--- config.mk ---
export PLATFORM = sky130hd
export DESIGN_NAME = mole_controller
export DESIGN_NICKNAME = d
export VERILOG_FILES = /design/src/rtl/mole_pkg.sv /design/src/rtl/lfsr16.sv /design/src/rtl/mole_controller.sv
export SDC_FILE = /design/constraint.sdc
export NUM_CORES = 1
export LEC_CHECK = 0
export BUFFER_PORTS_ARGS = -buffer_cell sky130_fd_sc_hd__buf_2
export CAP_MARGIN = 25
export CELL_PAD_IN_SITES_DETAIL_PLACEMENT = 1
export CELL_PAD_IN_SITES_GLOBAL_PLACEMENT = 2
export CORE_MARGIN = 3
export CORE_UTILIZATION = 32
export DETAILED_ROUTE_END_ITERATION = 16
export PLACE_DENSITY_LB_ADDON = 0.1
export SYNTH_ARGS = -nofsm -noshare
export SYNTH_HDL_FRONTEND = slang
export SYNTH_SLANG_ARGS = --single-unit
--- constraint.sdc ---
create_clock -name clk -period 1.9 [get_ports clk]
set_clock_uncertainty 0.1 [all_clocks]
set_input_delay 0.475 -clock clk [delete_from_list [all_inputs] [get_ports clk]]
set_output_delay 0.475 -clock clk [all_outputs]
set_load 0.01 [all_outputs]
--- src/rtl/mole_pkg.sv ---
// mole_pkg: shared types and constants for the mole responder.
// Holds the round state enum, LFSR constants, score limits and the
// saturating score / LFSR step helpers used by mole_controller and lfsr16.
package mole_pkg;

  typedef enum logic [1:0] {
    ST_IDLE = 2'd0,
    ST_UP   = 2'd1,
    ST_DONE = 2'd2
  } mole_state_e;

  localparam logic [15:0] LFSR_TAPS      = 16'hB400;
  localparam logic [15:0] LFSR_SEED      = 16'hACE1;
  localparam logic [11:0] PENALTY_POINTS = 12'd50;
  localparam logic [11:0] SCORE_MAX      = 12'd4095;
  localparam int          REACTION_W     = 13;

  // One right-shift step of the Galois LFSR; taps fold in when bit 0 falls out.
  function automatic logic [15:0] lfsr_step(input logic [15:0] v);
    logic [15:0] nxt;
    nxt = {1'b0, v[15:1]};
    if (v[0]) begin
      nxt = nxt ^ LFSR_TAPS;
    end else begin
      nxt = nxt;
    end
    return nxt;
  endfunction

  // Score plus points, clamped at SCORE_MAX.
  function automatic logic [11:0] score_add(input logic [11:0] s, input logic [11:0] pts);
    logic [12:0] sum;
    sum = {1'b0, s} + {1'b0, pts};
    if (sum > {1'b0, SCORE_MAX}) begin
      return SCORE_MAX;
    end else begin
      return sum[11:0];
    end
  endfunction

  // Score minus points, clamped at zero.
  function automatic logic [11:0] score_sub(input logic [11:0] s, input logic [11:0] pts);
    if (s < pts) begin
      return 12'd0;
    end else begin
      return s - pts;
    end
  endfunction

endpackage

--- src/rtl/lfsr16.sv ---
// lfsr16: free-running 16-bit Galois LFSR used to pick the mole position.
// Reloads its seed on reset and steps every clock otherwise.
module lfsr16
  import mole_pkg::*;
(
  input  logic        clk,
  input  logic        reset,
  output logic [15:0] value
);

  logic [15:0] lfsr_r;

  // Seed on reset, otherwise advance one step per clock.
  always_ff @(posedge clk) begin
    if (reset) begin
      lfsr_r <= LFSR_SEED;
    end else begin
      lfsr_r <= lfsr_step(lfsr_r);
    end
  end

  assign value = lfsr_r;

endmodule

--- src/rtl/mole_controller.sv ---
// mole_controller: raises one pseudo-random mole per FSM request, times the
// player's reaction in milliseconds, pulses mole_complete at round end and
// keeps a saturating 12-bit score.
// Optional feature: define MOLE_PENALTY_EN to make a wrong button press end
// the round as a miss and deduct PENALTY_POINTS; undefined, wrong presses are
// ignored.
module mole_controller
  import mole_pkg::*;
#(
  parameter int CLKS_PER_MS = 50000,
  parameter int MAX_MS      = 5000,
  parameter int NUM_MOLES   = 8,
  parameter int POINTS_HIT  = 100
) (
  input  logic                  clk,
  input  logic                  reset,
  input  logic                  play_flag,
  input  logic                  new_mole,
  input  logic [NUM_MOLES-1:0]  hit,
  output logic [NUM_MOLES-1:0]  mole_leds,
  output logic                  mole_complete,
  output logic                  hit_valid,
  output logic [REACTION_W-1:0] reaction_ms,
  output logic [11:0]           score
);

  localparam int POS_W = $clog2(NUM_MOLES);
  localparam int CYC_W = (CLKS_PER_MS > 1) ? $clog2(CLKS_PER_MS) : 1;
  localparam logic [CYC_W-1:0]      CYC_LAST    = CYC_W'(CLKS_PER_MS - 1);
  localparam logic [REACTION_W-1:0] MS_LIMIT    = REACTION_W'(MAX_MS);
  localparam logic [11:0]           HIT_PTS     = 12'(POINTS_HIT);
  localparam logic [NUM_MOLES-1:0]  ONE_HOT_LSB = {{(NUM_MOLES-1){1'b0}}, 1'b1};

`ifdef MOLE_PENALTY_EN
  localparam logic PENALTY_EN = 1'b1;
`else
  localparam logic PENALTY_EN = 1'b0;
`endif

  mole_state_e state_r, state_next_s;

  logic [15:0]           lfsr_value_s;
  logic                  lfsr_unused_s;
  logic [POS_W-1:0]      pos_raw_s, pos_s, prev_pos_r;
  logic [NUM_MOLES-1:0]  hit_q_r, rise_s;
  logic                  good_edge_s, bad_edge_s;
  logic                  start_s, hit_evt_s, pen_evt_s, miss_evt_s;
  logic [CYC_W-1:0]      cyc_cnt_r;
  logic [REACTION_W-1:0] ms_cnt_r;

  logic [NUM_MOLES-1:0]  mole_leds_r;
  logic                  mole_complete_r, hit_valid_r;
  logic [REACTION_W-1:0] reaction_ms_r;
  logic [11:0]           score_r;

  lfsr16 u_lfsr (
    .clk   (clk),
    .reset (reset),
    .value (lfsr_value_s)
  );

  // Only the low bits choose the position; the upper bits just keep mixing.
  assign lfsr_unused_s = ^lfsr_value_s[15:POS_W];
  assign pos_raw_s     = lfsr_value_s[POS_W-1:0];
  // Avoid repeating the previous mole; NUM_MOLES is a power of two so the
  // increment wraps naturally.
  assign pos_s = (pos_raw_s == prev_pos_r) ? (pos_raw_s + POS_W'(1'b1)) : pos_raw_s;

  assign rise_s      = hit & ~hit_q_r;
  assign good_edge_s = |(rise_s & mole_leds_r);
  assign bad_edge_s  = |(rise_s & ~mole_leds_r);

  // Round state register.
  always_ff @(posedge clk) begin
    if (reset) begin
      state_r <= ST_IDLE;
    end else begin
      state_r <= state_next_s;
    end
  end

  // Next-state and round-outcome decode; a correct press beats penalty and timeout.
  always_comb begin
    state_next_s = state_r;
    start_s      = 1'b0;
    hit_evt_s    = 1'b0;
    pen_evt_s    = 1'b0;
    miss_evt_s   = 1'b0;
    if (!play_flag) begin
      state_next_s = ST_IDLE;
    end else begin
      case (state_r)
        ST_IDLE: begin
          if (new_mole) begin
            state_next_s = ST_UP;
            start_s      = 1'b1;
          end else begin
            state_next_s = ST_IDLE;
          end
        end
        ST_UP: begin
          if (good_edge_s) begin
            hit_evt_s    = 1'b1;
            state_next_s = ST_DONE;
          end else if (PENALTY_EN && bad_edge_s) begin
            pen_evt_s    = 1'b1;
            state_next_s = ST_DONE;
          end else if (ms_cnt_r >= MS_LIMIT) begin
            miss_evt_s   = 1'b1;
            state_next_s = ST_DONE;
          end else begin
            state_next_s = ST_UP;
          end
        end
        ST_DONE: begin
          state_next_s = ST_IDLE;
        end
        default: begin
          state_next_s = ST_IDLE;
        end
      endcase
    end
  end

  // Button history, LEDs, timers and round results.
  always_ff @(posedge clk) begin
    if (reset) begin
      hit_q_r         <= {NUM_MOLES{1'b0}};
      prev_pos_r      <= {POS_W{1'b0}};
      mole_leds_r     <= {NUM_MOLES{1'b0}};
      cyc_cnt_r       <= {CYC_W{1'b0}};
      ms_cnt_r        <= {REACTION_W{1'b0}};
      mole_complete_r <= 1'b0;
      hit_valid_r     <= 1'b0;
      reaction_ms_r   <= {REACTION_W{1'b0}};
      score_r         <= 12'd0;
    end else begin
      hit_q_r         <= hit;
      mole_complete_r <= hit_evt_s | pen_evt_s | miss_evt_s;

      if (start_s) begin
        mole_leds_r <= ONE_HOT_LSB << pos_s;
        prev_pos_r  <= pos_s;
        cyc_cnt_r   <= {CYC_W{1'b0}};
        ms_cnt_r    <= {REACTION_W{1'b0}};
      end else if (state_r == ST_UP && state_next_s == ST_UP) begin
        if (cyc_cnt_r == CYC_LAST) begin
          cyc_cnt_r <= {CYC_W{1'b0}};
          ms_cnt_r  <= ms_cnt_r + {{(REACTION_W-1){1'b0}}, 1'b1};
        end else begin
          cyc_cnt_r <= cyc_cnt_r + {{(CYC_W-1){1'b0}}, 1'b1};
        end
      end else begin
        mole_leds_r <= {NUM_MOLES{1'b0}};
        cyc_cnt_r   <= {CYC_W{1'b0}};
        ms_cnt_r    <= {REACTION_W{1'b0}};
      end

      if (hit_evt_s) begin
        hit_valid_r   <= 1'b1;
        reaction_ms_r <= ms_cnt_r;
        score_r       <= score_add(score_r, HIT_PTS);
      end else if (pen_evt_s) begin
        hit_valid_r   <= 1'b0;
        reaction_ms_r <= ms_cnt_r;
        score_r       <= score_sub(score_r, PENALTY_POINTS);
      end else if (miss_evt_s) begin
        hit_valid_r   <= 1'b0;
        reaction_ms_r <= MS_LIMIT;
      end else begin
        hit_valid_r   <= hit_valid_r;
      end
    end
  end

  assign mole_leds     = mole_leds_r;
  assign mole_complete = mole_complete_r;
  assign hit_valid     = hit_valid_r;
  assign reaction_ms   = reaction_ms_r;
  assign score         = score_r;

endmodule

---- Word level (Yosys, flattened, before mapping) ----
Cells that the tools add are included.
word-level totals
  bits in registers ....................... 93
  latch bits .............................. 0
  RAM bits ................................ 0
  memory bits (read-only) ................. 0
  bits of input ports ..................... 12
  output and inout port bits .............. 35
  logic and storage cells ................. 59
  memories ................................ 0
operators by class
  $add $sub $neg .......................... 4
  multiply operators ...................... 0
  div/mod/pow operators ................... 0
  $lt $le $gt $ge ......................... 2
  equal/unequal tests ..................... 5
  shift operators ......................... 1
  multiplexer cells ....................... 24
  bitwise gates (word level) .............. 6
  reductions and logical operators ........ 6
operators with widths
  kind                                                                               count
  13-bit 2-to-1 mux                                                                  2
  16-bit by 1-bit adder with 16-bit output, second input constant                    1
  8-bit AND                                                                          2
  16-bit == test, second input constant                                              1
  16-bit 2-to-1 mux                                                                  1
  8-bit 2-to-1 mux                                                                   2
  12-bit by 7-bit adder with 13-bit output, second input constant                    1
  13-bit by 1-bit adder with 13-bit output, second input constant                    1
  13-bit >= comparator, second input constant                                        1
  13-bit by 12-bit greater-than comparator with 1-bit output, second input constant  1
  1-bit 2-to-1 mux                                                                   13
  12-bit 2-to-1 mux                                                                  1
  8-bit NOT                                                                          1
  8-bit OR reduction                                                                 1
  1-bit by 3-bit << shifter with 8-bit output, first input constant                  1
  2-bit 2-to-1 mux                                                                   3
  2-bit by 1-bit == test with 1-bit output, second input constant                    2
  3-bit NOT with 4-bit output                                                        1
  2-bit one-hot mux with 2 select lines                                              1
  4-bit OR reduction                                                                 1
  3-bit by 1-bit adder with 3-bit output, second input constant                      1
  3-bit == test                                                                      1
  3-bit 2-to-1 mux                                                                   1
  3-bit OR reduction                                                                 1
  other kinds (6)                                                                    6

---- Depth between registers and ports, before layout ----
  word-level depth ........................ 11
  mapped depth ............................ 9
  depth with buffers taken out ............ 7

---- By module ----
A second synthesis with hierarchy kept.
second synthesis, totals
  cell total of the unflattened synthesis .. 397
  area, all modules ....................... 3,766.1 um^2
modules (own cells, without submodules)
  module           times used  cells an instance  area each (um^2)  seq. area each (um^2)
  mole_controller  1           361                3,303.2           1,521.5
  lfsr16           1           36                 462.9             320.3

---- Least setup slack after synthesis ----
OpenSTA, ideal clock, no wires.
  path kind ............................... register to register
  from .................................... register score_r[2] (netlist: score[2])
  to ...................................... register score_r[3] (netlist: score[3])
  library setup time ...................... 0.091 ns
  arrival ................................. 2.030 ns
  data required time ...................... 1.709 ns
  setup slack ............................. -0.321 ns
  stages on the path, launching flop included .. 8
  buffers on the path ..................... 0
  period minus slack after synthesis ...... 2.221 ns
  cell sequence ........................... dfxtp_1 -> ha_1 -> nand2_1 -> nor4b_1 -> a21oi_1 -> a2111oi_2 -> nor2_1 -> a311oi_1
on the way
  word-level cells in the longest chain between the ends .. 3
RTL lines
  item                                                        line                    source
  start, declared                                             mole_controller.sv:54   logic [11:0] score_r;
  start signal, assigned                                      mole_controller.sv:162  score_r <= score_add(score_r, HIT_PTS);
  start signal, assigned                                      mole_controller.sv:166  score_r <= score_sub(score_r, PENALTY_POINTS);
  12-bit by 7-bit adder with 13-bit output *                  mole_pkg.sv:33          sum = {1'b0, s} + {1'b0, pts};
  13-bit by 12-bit greater-than comparator with 1-bit output  mole_pkg.sv:34          if (sum > {1'b0, SCORE_MAX}) begin
  12-bit 2-to-1 mux *                                         mole_pkg.sv:34
Every way passes the cells marked *; elsewhere a longest branch is shown, timed or not.
A chain may end at the register's enable or synchronous reset.

---- Final worst setup path ----
  from .................................... register score_r[3] (netlist: score[3])
  to ...................................... register score_r[3] (netlist: score[3])
The elaborated chain is that of the path after synthesis.

==> metrics.txt <==
Die Width 115 um; status finished, violations left; Synth area leaders dfxtp_1 (49%), nor2_1 (6.8%), xnor2_1 (3.7%); Fmax 480 MHz; Final Max Tran Viols 0; Total GRT Usage 0.155; core footprint 11500 um2; post-synth cell types 49; Max clock buf depth 2; later-pin clock latency in the skew report 0.35 ns; DRC violations left 0; final hold vios 0; final net count 531; crit path kind reg2reg; Worst-Margin Slew 0.461 ns; crit path DAT 2.22 ns; top-level I/O count 47; area leader, netlist dfxtp_1; Hold Crit Class in2reg; fraction of layout cells with a size suffix above 1 0.353; die area 13200 um2; crit-path cells ha_4 -> nand2_4 -> nor4b_4 -> a21oi_2 -> a2111oi_4 -> nor2_1 -> a311oi_1; Area Overhead vs Synth 37.6%; top cell family by delay on the critical path compound AO/OA/AOI/OAI gates; Worst Hold Depth 2; Via Count 3194; clk sinks 92; initial antenna violation count 0; Overall Power 4.04 mW; sequential cell area 1860 um2; footprint of the multi-input gates 2060 um2; Critical Path Sink Type register; most frequent cell after synthesis dfxtp_1; Routed Antenna Nets 0; Worst Path Required 2.04 ns; minimum clock period 2.08 ns; Ant. Diodes 0; RSZ-0062 raised after global routing true; CTS tree yes; VDD IR max 0.000744 V; Crit path depth 7; register area share after synthesis 0.487; worst slack at placement -0.175 ns; port buffer count 46; final setup fails 9; htree depth 3; EDFF count, synth 0; Final Cycle Share 1.10; Slew HR 0.690; Starting DRT DRC Count 129; clock root buffer clkbuf_16; CP max stage delay 0.42 ns; top-area cell type share of the netlist area 0.487; Synthesized Nets 432; Placer Congestion 0.730; final HPWL from detailed placement 6830 um; register bit total from synthesis 92; Row Count 39; die height 115 um; # hold bufs at CTS 0; fill cell count 1317; largest net degree at the start of global routing 25; worst-path fanout max 5; WL/cell 14.4 um; first-pass GRT wire length 16100 um; Leakage 2.06 nW; Vias/cell 4.83; main flop type after synthesis dfxtp_1; Clk pin slew, worst setup/hold paths 0.07 ns; setup ws final -0.181 ns; syn_area_per_cell 9.14 um2; Overflow after GRT 0; CP max-delay cell a2111oi_4; total power divided by cell area 775 nW/um2; Bufs and invs on worst path 0; violated checks setup timing; final WL 9550 um; Post-Syn Instances 414; setup TNS -0.710 ns; TritonCTS buffer count 9; Initial Util 0.330; Register-to-Register Path Depth 7; critical path startpoint category register; ys async rst share 0; Initial DRT Pass Iterations 4; post-layout util 0.454; top cells by count, synth dfxtp_1 (92), nor2_1 (69), nand2_1 (23), nor2b_1 (19); MaxCap Viol Count 0; Mapped Area 3780 um2; vias in the first global route 3305; synth warn 0
==> where the power goes <==
group	internal (mW)	leakage, nW	switching [mW]
combinational	0.0903	1.15	0.0999
sequential	1.97	0.753	0.0202
clock	1.04	0.149	0.816
==> repair_timing <==
item / CTS / global route
pin swaps: 10 / 14
hold endpoints to repair: 0 / 0
endpoints found under the setup margin: 33 / 49
gates resized for setup: 16 / 30
buffers inserted: 3 / 1
==> per-layer routing <==
metal	vias to the layer above	GRT usage	part of all wire
li1	1619	-	-
met1	1528	0.199	0.48
met2	35	0.250	0.47
met3	12	0.0442	0.038
met4	0	0.0524	0.014
met5	-	0	0
==> worst reg2reg max path: cells and delay by family, from the launching register on <==
family / cells / cell delay [ns]
AND/OR/NAND/NOR: 3 / 0.45
AO/OA/AOI/OAI: 3 / 0.83
flip-flops: 1 / 0.40
adder cells (fa/ha/maj): 1 / 0.20
==> placed cells by master (no fill, tap or decap), types with 4 or more instances in the layout <==
cell | synthesis | routed
dfxtp_1 | 92 | 84
nor2_1 | 69 | 66
buf_4 | 1 | 54
buf_2 | 3 | 46
nand2_1 | 23 | 20
nor2b_1 | 19 | 19
xnor2_1 | 16 | 14
xor2_1 | 16 | 14
inv_1 | 10 | 9
nand3b_1 | 9 | 9
nand3_1 | 9 | 9
a21oi_1 | 13 | 9
clkbuf_16 | 0 | 9
a22oi_1 | 9 | 8
or2_2 | 8 | 8
nor3_1 | 9 | 7
and3_1 | 8 | 7
o21ai_0 | 7 | 6
a22o_1 | 6 | 6
dfxtp_2 | 0 | 6
buf_6 | 1 | 6
nand2b_1 | 6 | 5
a31oi_1 | 6 | 5
a211oi_1 | 6 | 5
a21oi_2 | 0 | 4
nand4_1 | 4 | 4
ha_1 | 6 | 4
==> state kept, by name, summed over array words and instances, names as in the netlist <==
signal         cells
score             11
mole_leds          8
cyc_cnt_r         16
hit_q_r            8
u_lfsr.value      16
prev_pos_r         3
hit_valid          1
state_r            2
reaction_ms       13
mole_complete      1
ms_cnt_r          13
==> final timing paths <==
path	slack (ns)	start	endpoint
setup / recovery	-0.18	score[3]	score[3]
hold / removal	0.25	hit[3]	hit_q_r[3]
setup reg to reg	-0.18	score[3]	score[3]
hold reg to reg	0.32	u_lfsr.value[6]	u_lfsr.value[5]
==> through the flow <==
| step | std cells | hold slack (ns) | instance area (um2) |
|---|---|---|---|
| 2_1_floorplan | 414 | 0.289 | 3890 |
| 3_3_place_gp | 641 | 0.295 | 4660 |
| 3_5_place_dp | 641 | 0.299 | 4660 |
| 4_1_cts | 660 | 0.237 | 5060 |
| 5_1_grt | 661 | 0.253 | 5210 |
| 6_report | 661 | 0.251 | 5210 |
==> final cells by class <==
cell class | count | share of cell area
Tap cell | 143 | 0.0344
Timing Repair Buffer | 109 | 0.147
Clock buffer | 9 | 0.0433
Clock inverter | 7 | 0.0156
Inverter | 10 | 0.00721
Sequential cell | 92 | 0.357
Multi-Input combinational cell | 291 | 0.396
==> cells by family after synthesis <==
logic type / after synthesis / synth area share
compound gates: 63 / 0.119
xor+xnor: 32 / 0.0740
fa+ha+maj: 6 / 0.0198
buf+inv: 31 / 0.0350
flops: 92 / 0.487
mux: 3 / 0.00793
simple gates: 187 / 0.258
No activity file was read; power rests on OpenSTA's default activity.
